**config.mk**
```make
export PLATFORM = sky130hd
export DESIGN_NAME = autosa_csb2mcif_req_master
export DESIGN_NICKNAME = d
export VERILOG_FILES = /design/src/rtl/autosa_csb2mcif_req_master.sv
export SDC_FILE = /design/constraint.sdc
export NUM_CORES = 1
export LEC_CHECK = 0
export ABC_AREA = 0
export BUFFER_PORTS_ARGS = -buffer_cell sky130_fd_sc_hd__buf_4
export CORE_UTILIZATION = 48
export DETAILED_ROUTE_END_ITERATION = 7
export HOLD_SLACK_MARGIN = 0.05
export PLACE_DENSITY_LB_ADDON = 0.1
export SLEW_MARGIN = 20
export SYNTH_ARGS = -nofsm -noshare
export SYNTH_HDL_FRONTEND = slang
export SYNTH_SLANG_ARGS = --single-unit
export TNS_END_PERCENT = 20
```
**constraint.sdc**
```tcl
create_clock -name autosa_core_clk -period 2.2 [get_ports autosa_core_clk]
set_input_delay 0 -clock autosa_core_clk [delete_from_list [all_inputs] [get_ports autosa_core_clk]]
set_output_delay 0 -clock autosa_core_clk [all_outputs]
set_load 0.02 [all_outputs]
```
**src/rtl/autosa_csb2mcif_req_master.sv**
```systemverilog
// rtl/autosa_csb2mcif_req_master.sv - host-side request master for the MCIF CSB register slave
//
// Purpose: accepts one register command at a time from the host router, packs it
// into the 63-bit csb2mcif request packet, issues it over pvld/prdy, then waits for
// the slave's 34-bit response (or a timeout) and hands it back to the host.
//
// Ports:
//   autosa_core_clk / autosa_core_rst  clock, synchronous active-high reset
//   host_req_*                         host command channel (valid/ready)
//   host_rsp_*                         host response channel (valid/ready)
//   csb2mcif_req_pvld/prdy/pd          request packet to the slave
//   mcif2csb_resp_valid/pd             single-cycle response pulse from the slave
//   busy                               transaction in progress
//   stray_rsp_cnt                      saturating count of unexpected responses
module autosa_csb2mcif_req_master #(
  parameter int unsigned TIMEOUT_CYC = 64,
  parameter logic [1:0]  LEVEL       = 2'b00,
  parameter logic        SRCPRIV     = 1'b0
) (
  input  logic        autosa_core_clk,
  input  logic        autosa_core_rst,
  input  logic        host_req_valid,
  output logic        host_req_ready,
  input  logic [21:0] host_req_addr,
  input  logic [31:0] host_req_wdat,
  input  logic        host_req_write,
  input  logic        host_req_nposted,
  input  logic [3:0]  host_req_wrbe,
  output logic        host_rsp_valid,
  input  logic        host_rsp_ready,
  output logic [31:0] host_rsp_rdat,
  output logic        host_rsp_error,
  output logic        host_rsp_is_write,
  output logic        csb2mcif_req_pvld,
  input  logic        csb2mcif_req_prdy,
  output logic [62:0] csb2mcif_req_pd,
  input  logic        mcif2csb_resp_valid,
  input  logic [33:0] mcif2csb_resp_pd,
  output logic        busy,
  output logic [7:0]  stray_rsp_cnt
);

  typedef enum logic [1:0] {IDLE, ISSUE, WAIT_RSP, RSP} state_t;

  localparam logic [15:0] TIMER_LAST = 16'(TIMEOUT_CYC - 1);

  state_t      state, state_nxt;
  logic [62:0] pd_q;
  logic        exp_write_q;
  logic        posted_q;
  logic [15:0] timer_q;
  logic [31:0] rdat_q;
  logic        err_q;
  logic        wr_q;
  logic        drop_pending_q;
  logic [7:0]  stray_q;

  logic req_fire;
  logic issue_fire;
  logic rsp_in_wait;
  logic timeout_hit;

  assign req_fire    = (state == IDLE) && host_req_valid;
  assign issue_fire  = (state == ISSUE) && csb2mcif_req_prdy;
  assign rsp_in_wait = (state == WAIT_RSP) && mcif2csb_resp_valid;
  // A response in the expiry cycle takes priority over the timeout.
  assign timeout_hit = (state == WAIT_RSP) && !mcif2csb_resp_valid && (timer_q == TIMER_LAST);

  always_comb begin
    state_nxt = state;
    case (state)
      IDLE:     if (host_req_valid) state_nxt = ISSUE;
      ISSUE:    if (csb2mcif_req_prdy) state_nxt = posted_q ? IDLE : WAIT_RSP;
      WAIT_RSP: if (rsp_in_wait || timeout_hit) state_nxt = RSP;
      RSP:      if (host_rsp_ready) state_nxt = IDLE;
      default:  state_nxt = IDLE;
    endcase
  end

  always_ff @(posedge autosa_core_clk) begin
    if (autosa_core_rst) begin
      state          <= IDLE;
      pd_q           <= '0;
      exp_write_q    <= 1'b0;
      posted_q       <= 1'b0;
      timer_q        <= '0;
      rdat_q         <= '0;
      err_q          <= 1'b0;
      wr_q           <= 1'b0;
      drop_pending_q <= 1'b0;
      stray_q        <= '0;
    end else begin
      state <= state_nxt;

      if (req_fire) begin
        // Reads never carry the non-posted flag.
        pd_q <= {LEVEL, host_req_wrbe, SRCPRIV, host_req_nposted & host_req_write,
                 host_req_write, host_req_wdat, host_req_addr};
        exp_write_q <= host_req_write;
        posted_q    <= host_req_write & ~host_req_nposted;
      end

      if (issue_fire) begin
        timer_q <= '0;
      end else if (state == WAIT_RSP) begin
        timer_q <= timer_q + 16'd1;
      end

      if (rsp_in_wait) begin
        rdat_q <= mcif2csb_resp_pd[31:0];
        wr_q   <= mcif2csb_resp_pd[33];
        err_q  <= mcif2csb_resp_pd[32] | (mcif2csb_resp_pd[33] != exp_write_q);
      end else if (timeout_hit) begin
        rdat_q <= '0;
        wr_q   <= exp_write_q;
        err_q  <= 1'b1;
      end

      // After a timeout the slave may still answer; that one late response is
      // swallowed instead of being counted as stray.
      if (mcif2csb_resp_valid && ((state == WAIT_RSP) || drop_pending_q)) begin
        drop_pending_q <= 1'b0;
      end else if (timeout_hit) begin
        drop_pending_q <= 1'b1;
      end

      if (mcif2csb_resp_valid && (state != WAIT_RSP) && !drop_pending_q && (stray_q != 8'hFF)) begin
        stray_q <= stray_q + 8'd1;
      end
    end
  end

  assign host_req_ready    = (state == IDLE);
  assign csb2mcif_req_pvld = (state == ISSUE);
  assign csb2mcif_req_pd   = pd_q;
  assign host_rsp_valid    = (state == RSP);
  assign host_rsp_rdat     = (state == RSP) ? rdat_q : 32'h0;
  assign host_rsp_error    = err_q;
  assign host_rsp_is_write = wr_q;
  assign busy              = (state != IDLE);
  assign stray_rsp_cnt     = stray_q;

endmodule

```
==> out/metrics.csv, run 1 <==
metric;value;unit
run_status;completed;
cts-root-buf;clkbuf_8;
critPathMaxStageDelay;0.57;ns
routedWlPerCell;17.2;µm
synthXorXnorAreaFrac;1.75;%
clkTransAtPathRegs;0.06;ns
drc;0;
worst_slack;0.214;ns
hpwl;10100;µm
start_util;50.4;%
drt-initial-drc-count;297;
worstPathCellList;buf_4 -> and2b_1 -> nand2_1 -> a2bb2oi_1 -> dlygate4sd3_1 -> nor2_1;
synth_warnings;0;
drive_above_1_share;27.7;%
cp.depth;6;
dieWidth;104;µm
nNetsFinal;1010;
area_delta_synth_final;63.2;%
reg2reg_slack;0.21;ns
synthMuxAreaShare;0;%
synthSimpleGateAreaFrac;24.4;%
core;9910;µm²
vias_per_cell;5.51;
synth_top_family_by_area;simple AND/OR/NAND/NOR gates;
clk_latency;0.54;ns
crit_fanout;35;
synth-seq-cells;122;
rsz0062_at_grt;no;
ir_drop;0.557;mV
final_common_cell;buf_4;
ctsResizeCount;0;
cts_buffers;17;
synthDistinctLibCells;44;
grt_pass1_vias;5790;
utilization;82.3;%
netlist_instances;624;
reg2reg_depth;6;
crit_family;buffers and inverters;
dr_total_vias;5800;
totalPowerFinal;6.05;mW
placed_cells;922;
slew_headroom;57.2;%
finalSetupTns;0;ns
port_buffers;205;
antenna_found_initial;0;
hold_depth;4;
routed_wl;18100;µm
worst_pin_slew;0.640;ns
max-clock-path-buffers;2;
fin_skew;0.00898;ns
dieArea;10800;µm²
gp_congestion;0.827;
hold_class;in2reg;
max_freq;504;MHz
postRouteAntennaNets;0;
grt_usage;33.7;%
cp.required;2.61;ns
cap_violations;0;
cts_setup_buffers;0;
num_antenna_cells;0;
synthAdderAreaFrac;0.501;%
cp-start-kind;flip-flop;
first_pass_iters;5;
hold_viol;0;
drv_slew;0;
syn_avg_cell_area;8.01;µm²
grt_overflow;0;
critical_path_buf_inv_count;2;
cp-end-kind;flip-flop;
cts_tree;yes;
cts.sinks;122;
fin_cells;1052;
pre_cts_ws;0.292;ns
post-route-min-period;1.99;ns
htree_num_levels;4;
die_h;104;µm
netlist_area;5000;µm²
path_class;reg2reg;
crit_arrival;2.39;ns
crit_path_top_delay_cell;dlygate4sd3_1;
grt_max_degree;62;
power.leakage;3.54;nW
grt_first_pass_wirelength;28900;µm
setup_violations;0;
fp-row-count;36;
min_period_over_period;90.3;%
ios;209;
synth_compound_area_share;19.1;%
ys_seq_area_share;48.9;%
final_cell_mix;buf_4, nand2_1, dfxtp_1;
whs_endpoint;csb2mcif_req_pd[17];
powerDensity;742;nW/µm²
worstHoldStart;host_req_addr[17];
==> synthesized netlist by cell type, drive strengths merged <==
cell type,n,share of area (%)
a211oi,2,0.30
a21oi,108,11
a221oi,1,0.18
a2bb2oi,1,0.18
and2,4,0.50
and2b,1,0.15
and3,33,4.1
and4,1,0.18
and4b,1,0.20
buf,9,1.2
clkbuf,47,3.5
conb,1,0.075
dfxtp,122,49
ha,2,0.50
inv,7,0.53
nand2,163,12
nand2b,3,0.38
nand3,9,1.0
nand3b,1,0.15
nand4,7,1.0
nand4b,2,0.35
nor2,17,1.3
nor2b,1,0.13
nor3,1,0.10
nor3b,1,0.15
nor4,3,0.38
o211ai,32,4.8
o21a,1,0.15
o21ai,4,0.40
o21ba,1,0.20
o311ai,2,0.35
o31ai,9,1.4
o41ai,2,0.35
or2,3,0.38
or3,3,0.38
or3b,1,0.18
or4,8,1.2
xnor2,4,0.70
xor2,6,1.1
==> state kept, by name, indices dropped and copies added (netlist names), named ones only <==
| register | flops |
|---|---|
| drop_pending_q | 1 |
| timer_q | 16 |
| state | 1 |
| stray_rsp_cnt | 8 |
| csb2mcif_req_pd | 60 |
| host_rsp_error | 1 |
| host_rsp_is_write | 1 |
| rdat_q | 32 |
| posted_q | 1 |
==> worst max path at each step <==
| stage | startpoint | endpoint |
|---|---|---|
| after floorplan | timer_q[0] | drop_pending_q |
| after global placement | flip-flop | rdat_q[14] |
| after detailed placement | flip-flop | rdat_q[13] |
| after CTS | flip-flop | flip-flop |
| after global routing | flip-flop | flip-flop |
| final | flip-flop | flip-flop |
==> tightest hold or removal path, delay by kind of cell <==
kind | cells | cell delay (ns)
buffers and inverters | 2 | 0.63
AOI/OAI and AO/OA | 1 | 0.10
and+or+nand+nor | 1 | 0.04
==> layer usage <==
metal	part of all wire (%)	global-route usage [%]	vias to the layer above	wire length [µm]
met5	0	0	-	0
met4	4.2	18.4	0	752
met3	7.4	10.9	59	1340
met2	52	58.8	284	9450
met1	36	36.0	2738	6550
li1	-	-	2719	-
==> power breakdown <==
group / internal (mW) / total (mW) / switching [mW]
combinational: 0.469 / 1.00 / 0.533
sequential: 2.32 / 2.40 / 0.0752
clock: 1.68 / 2.66 / 0.978
total: 4.47 / 6.05 / 1.59
==> metrics by stage <==
stage	hold WS, ns	cell area (µm²)
final	0.262	8150
after global routing	0.260	8150
after CTS	0.238	8150
after detailed placement	0.256	6590
after global placement	0.248	6590
after floorplan	0.136	5000
==> logic make-up after synthesis <==
kind of cell    after synthesis
other cells                   1
simple gates                263
compound gates              163
flops                       122
fa+ha+maj                     2
buf+inv                      63
xor+xnor                     10
==> layout make-up <==
class                      instances  area [µm²]
clock inverter                     8        95.1
inverter                           7        26.3
timing repair buffer             319        2660
multi-input combinational        441        2300
sequential                       122        2440
fill                             589        1760
clock buffer                      22         463
tap                              133         166
==> timing repair <==
item                       4_1_cts  5_1_grt
hold buffers                   100        0
setup endpoints to repair        0        0
hold endpoints to repair       103        0
(Power assumes the default switching activity.)
==> inputs of run 2 (changes only) <==
Settings changed: CORE_UTILIZATION 48 to 43.
Clock period 2.2 ns to 1.8 ns, I/O delays scaled along.
==> run 2 against run 1 <==
Effect of this change:
- sequential share of layout area fell by 0.50 points
- clock skew about the same
- die area grew 11%
- critical path type unchanged
==> out/metrics.csv, run 2 (synthesis results as in run 1) <==
metric;value;unit;change
run_status;completed;;unchanged
gp_congestion;0.856;;was 0.827
wl_met1;6320;µm;was 6550 µm
ios;209;;unchanged
num_antenna_cells;0;;unchanged
reg2reg_depth;4;;was 6
largest_register_ffs;60;;unchanged
worstHoldStart;host_req_valid;;was host_req_addr[17]
core;11400;µm²;was 9910 µm²
cp-end-kind;flip-flop;;unchanged
drc;0;;unchanged
min_period_over_period;93.0;%;was 90.3%
wl_met3;1110;µm;was 1340 µm
powerDensity;906;nW/µm²;was 742 nW/µm²
fin_skew;0.00923;ns;was 0.00898 ns
post-route-min-period;1.67;ns;was 1.99 ns
port_buffers;205;;unchanged
hpwl;10000;µm;was 10,100 µm
grt_usage;26.9;%;was 33.7%
htree_num_levels;4;;unchanged
nNetsFinal;1018;;was 1,010
clk_latency;0.41;ns;was 0.54 ns
first_pass_iters;5;;unchanged
r2r_end;timer_q[15];;
die_h;110;µm;was 104 µm
routedWlPerCell;15.3;µm;was 17.2 µm
area_delta_synth_final;65.9;%;was 63.2%
antenna_found_initial;0;;unchanged
path_class;reg2reg;;unchanged
start_util;44.0;%;was 50.4%
dieArea;12100;µm²;was 10,800 µm²
crit_arrival;2.02;ns;was 2.39 ns
dr_total_vias;5684;;was 5,800
hold_class;in2reg;;unchanged
max-clock-path-buffers;2;;unchanged
grt_overflow;0;;unchanged
hold_depth;5;;was 4
grt_pass1_vias;5538;;was 5,790
cts_setup_buffers;0;;unchanged
totalPowerFinal;7.52;mW;was 6.05 mW
rsz0062_at_grt;no;;unchanged
cap_violations;0;;unchanged
vias_per_cell;5.31;;was 5.51
top_layer_used;met4;;unchanged
final_common_cell;buf_4;;unchanged
dieWidth;110;µm;was 104 µm
cts_buffers;17;;unchanged
cts-root-buf;clkbuf_16;;was clkbuf_8
grt_max_degree;68;;was 62
cts.sinks;122;;unchanged
drt-initial-drc-count;383;;was 297
hold_viol;0;;unchanged
startpoint;timer_q[4];;
cts_tree;yes;;unchanged
clkTransAtPathRegs;0.05;ns;was 0.06 ns
power.leakage;3.60;nW;was 3.54 nW
final_cell_mix;buf_4, nand2_1, dfxtp_1;;unchanged
whs_endpoint;state[0];;was csb2mcif_req_pd[17]
drive_above_1_share;28.4;%;was 27.7%
reg2reg_slack;0.13;ns;was 0.21 ns
crit_fanout;12;;was 35
finalSetupTns;0;ns;unchanged
fp-row-count;39;;was 36
cp.required;2.14;ns;was 2.61 ns
utilization;72.9;%;was 82.3%
routed_wl;16400;µm;was 18,100 µm
grt_first_pass_wirelength;24900;µm;was 28,900 µm
max_freq;597;MHz;was 504 MHz
cp-start-kind;flip-flop;;unchanged
rr_startpoint;timer_q[4];;
setup_violations;0;;unchanged
met2WireLength;8450;µm;was 9450 µm
ir_drop;0.664;mV;was 0.557 mV
drv_slew;0;;unchanged
postRouteAntennaNets;0;;unchanged
## run 2: changes by cell type in the layout (fill, tap and decap cells not counted), sizes merged
cell	before	now
clkbuf	22	23
bufinv	2	3
dlygate4sd3	100	98
clkinv	4	3
buf	219	229
## run 2: metal layers
metal / GRT usage [%] / vias up
met1: 29.3 / 2675
met3: 9.19 / 47
met2: 46.5 / 228
met5: 0 / -
li1: - / 2734
met4: 12.9 / 0
## run 2: final cells by class
| cell class | count | area, µm² |
|---|---|---|
| clock inverters | 8 | 120 |
| flip-flops and latches | 122 | 2440 |
| repair buffers | 327 | 2750 |
| well taps | 143 | 179 |
| inverters | 7 | 26.3 |
| multi-input cells | 441 | 2320 |
| clock buffers | 23 | 458 |
| fillers | 781 | 3080 |
## run 2: where the power goes
part	leakage, nW	total [mW]	internal [mW]	switching, mW
Clock	0.277	3.36	2.20	1.16
Combinational	2.33	1.24	0.600	0.643
Sequential	0.993	2.91	2.84	0.0779
## run 2: worst max-delay path by stage
stage / endpoint / slack [ns]
after CTS: timer_q[11] / 0.07
after floorplan: drop_pending_q / 0.14
after detailed placement: timer_q[15] / 0.09
final: timer_q[15] / 0.13
after global placement: timer_q[15] / 0.13
after global routing: timer_q[11] / 0.008
## run 2: repair_timing
action,CTS,global route
endpoints found under the setup margin,0,4
hold buffers,98,0
gates resized for setup,0,2
endpoints found under the hold margin,104,0
## run 2: metrics by stage
step                cells  setup WS [ns]  hold slack [ns]  area [µm²]
floorplan             626          0.139            0.136        5000
finish               1071          0.126           0.0640        8290
global placement      942          0.131            0.247        6720
detailed placement    942         0.0937            0.259        6720
CTS                  1071         0.0718           0.0503        8280
global route         1071        0.00794           0.0947        8290
## run 2: worst max-delay path, cell delays in order (launching register included)
cell and delay [ns]:
dfxtp_1 0.38, and4b_1 0.33, nand4_4 0.20, or4_1 0.54
a21oi_1 0.16
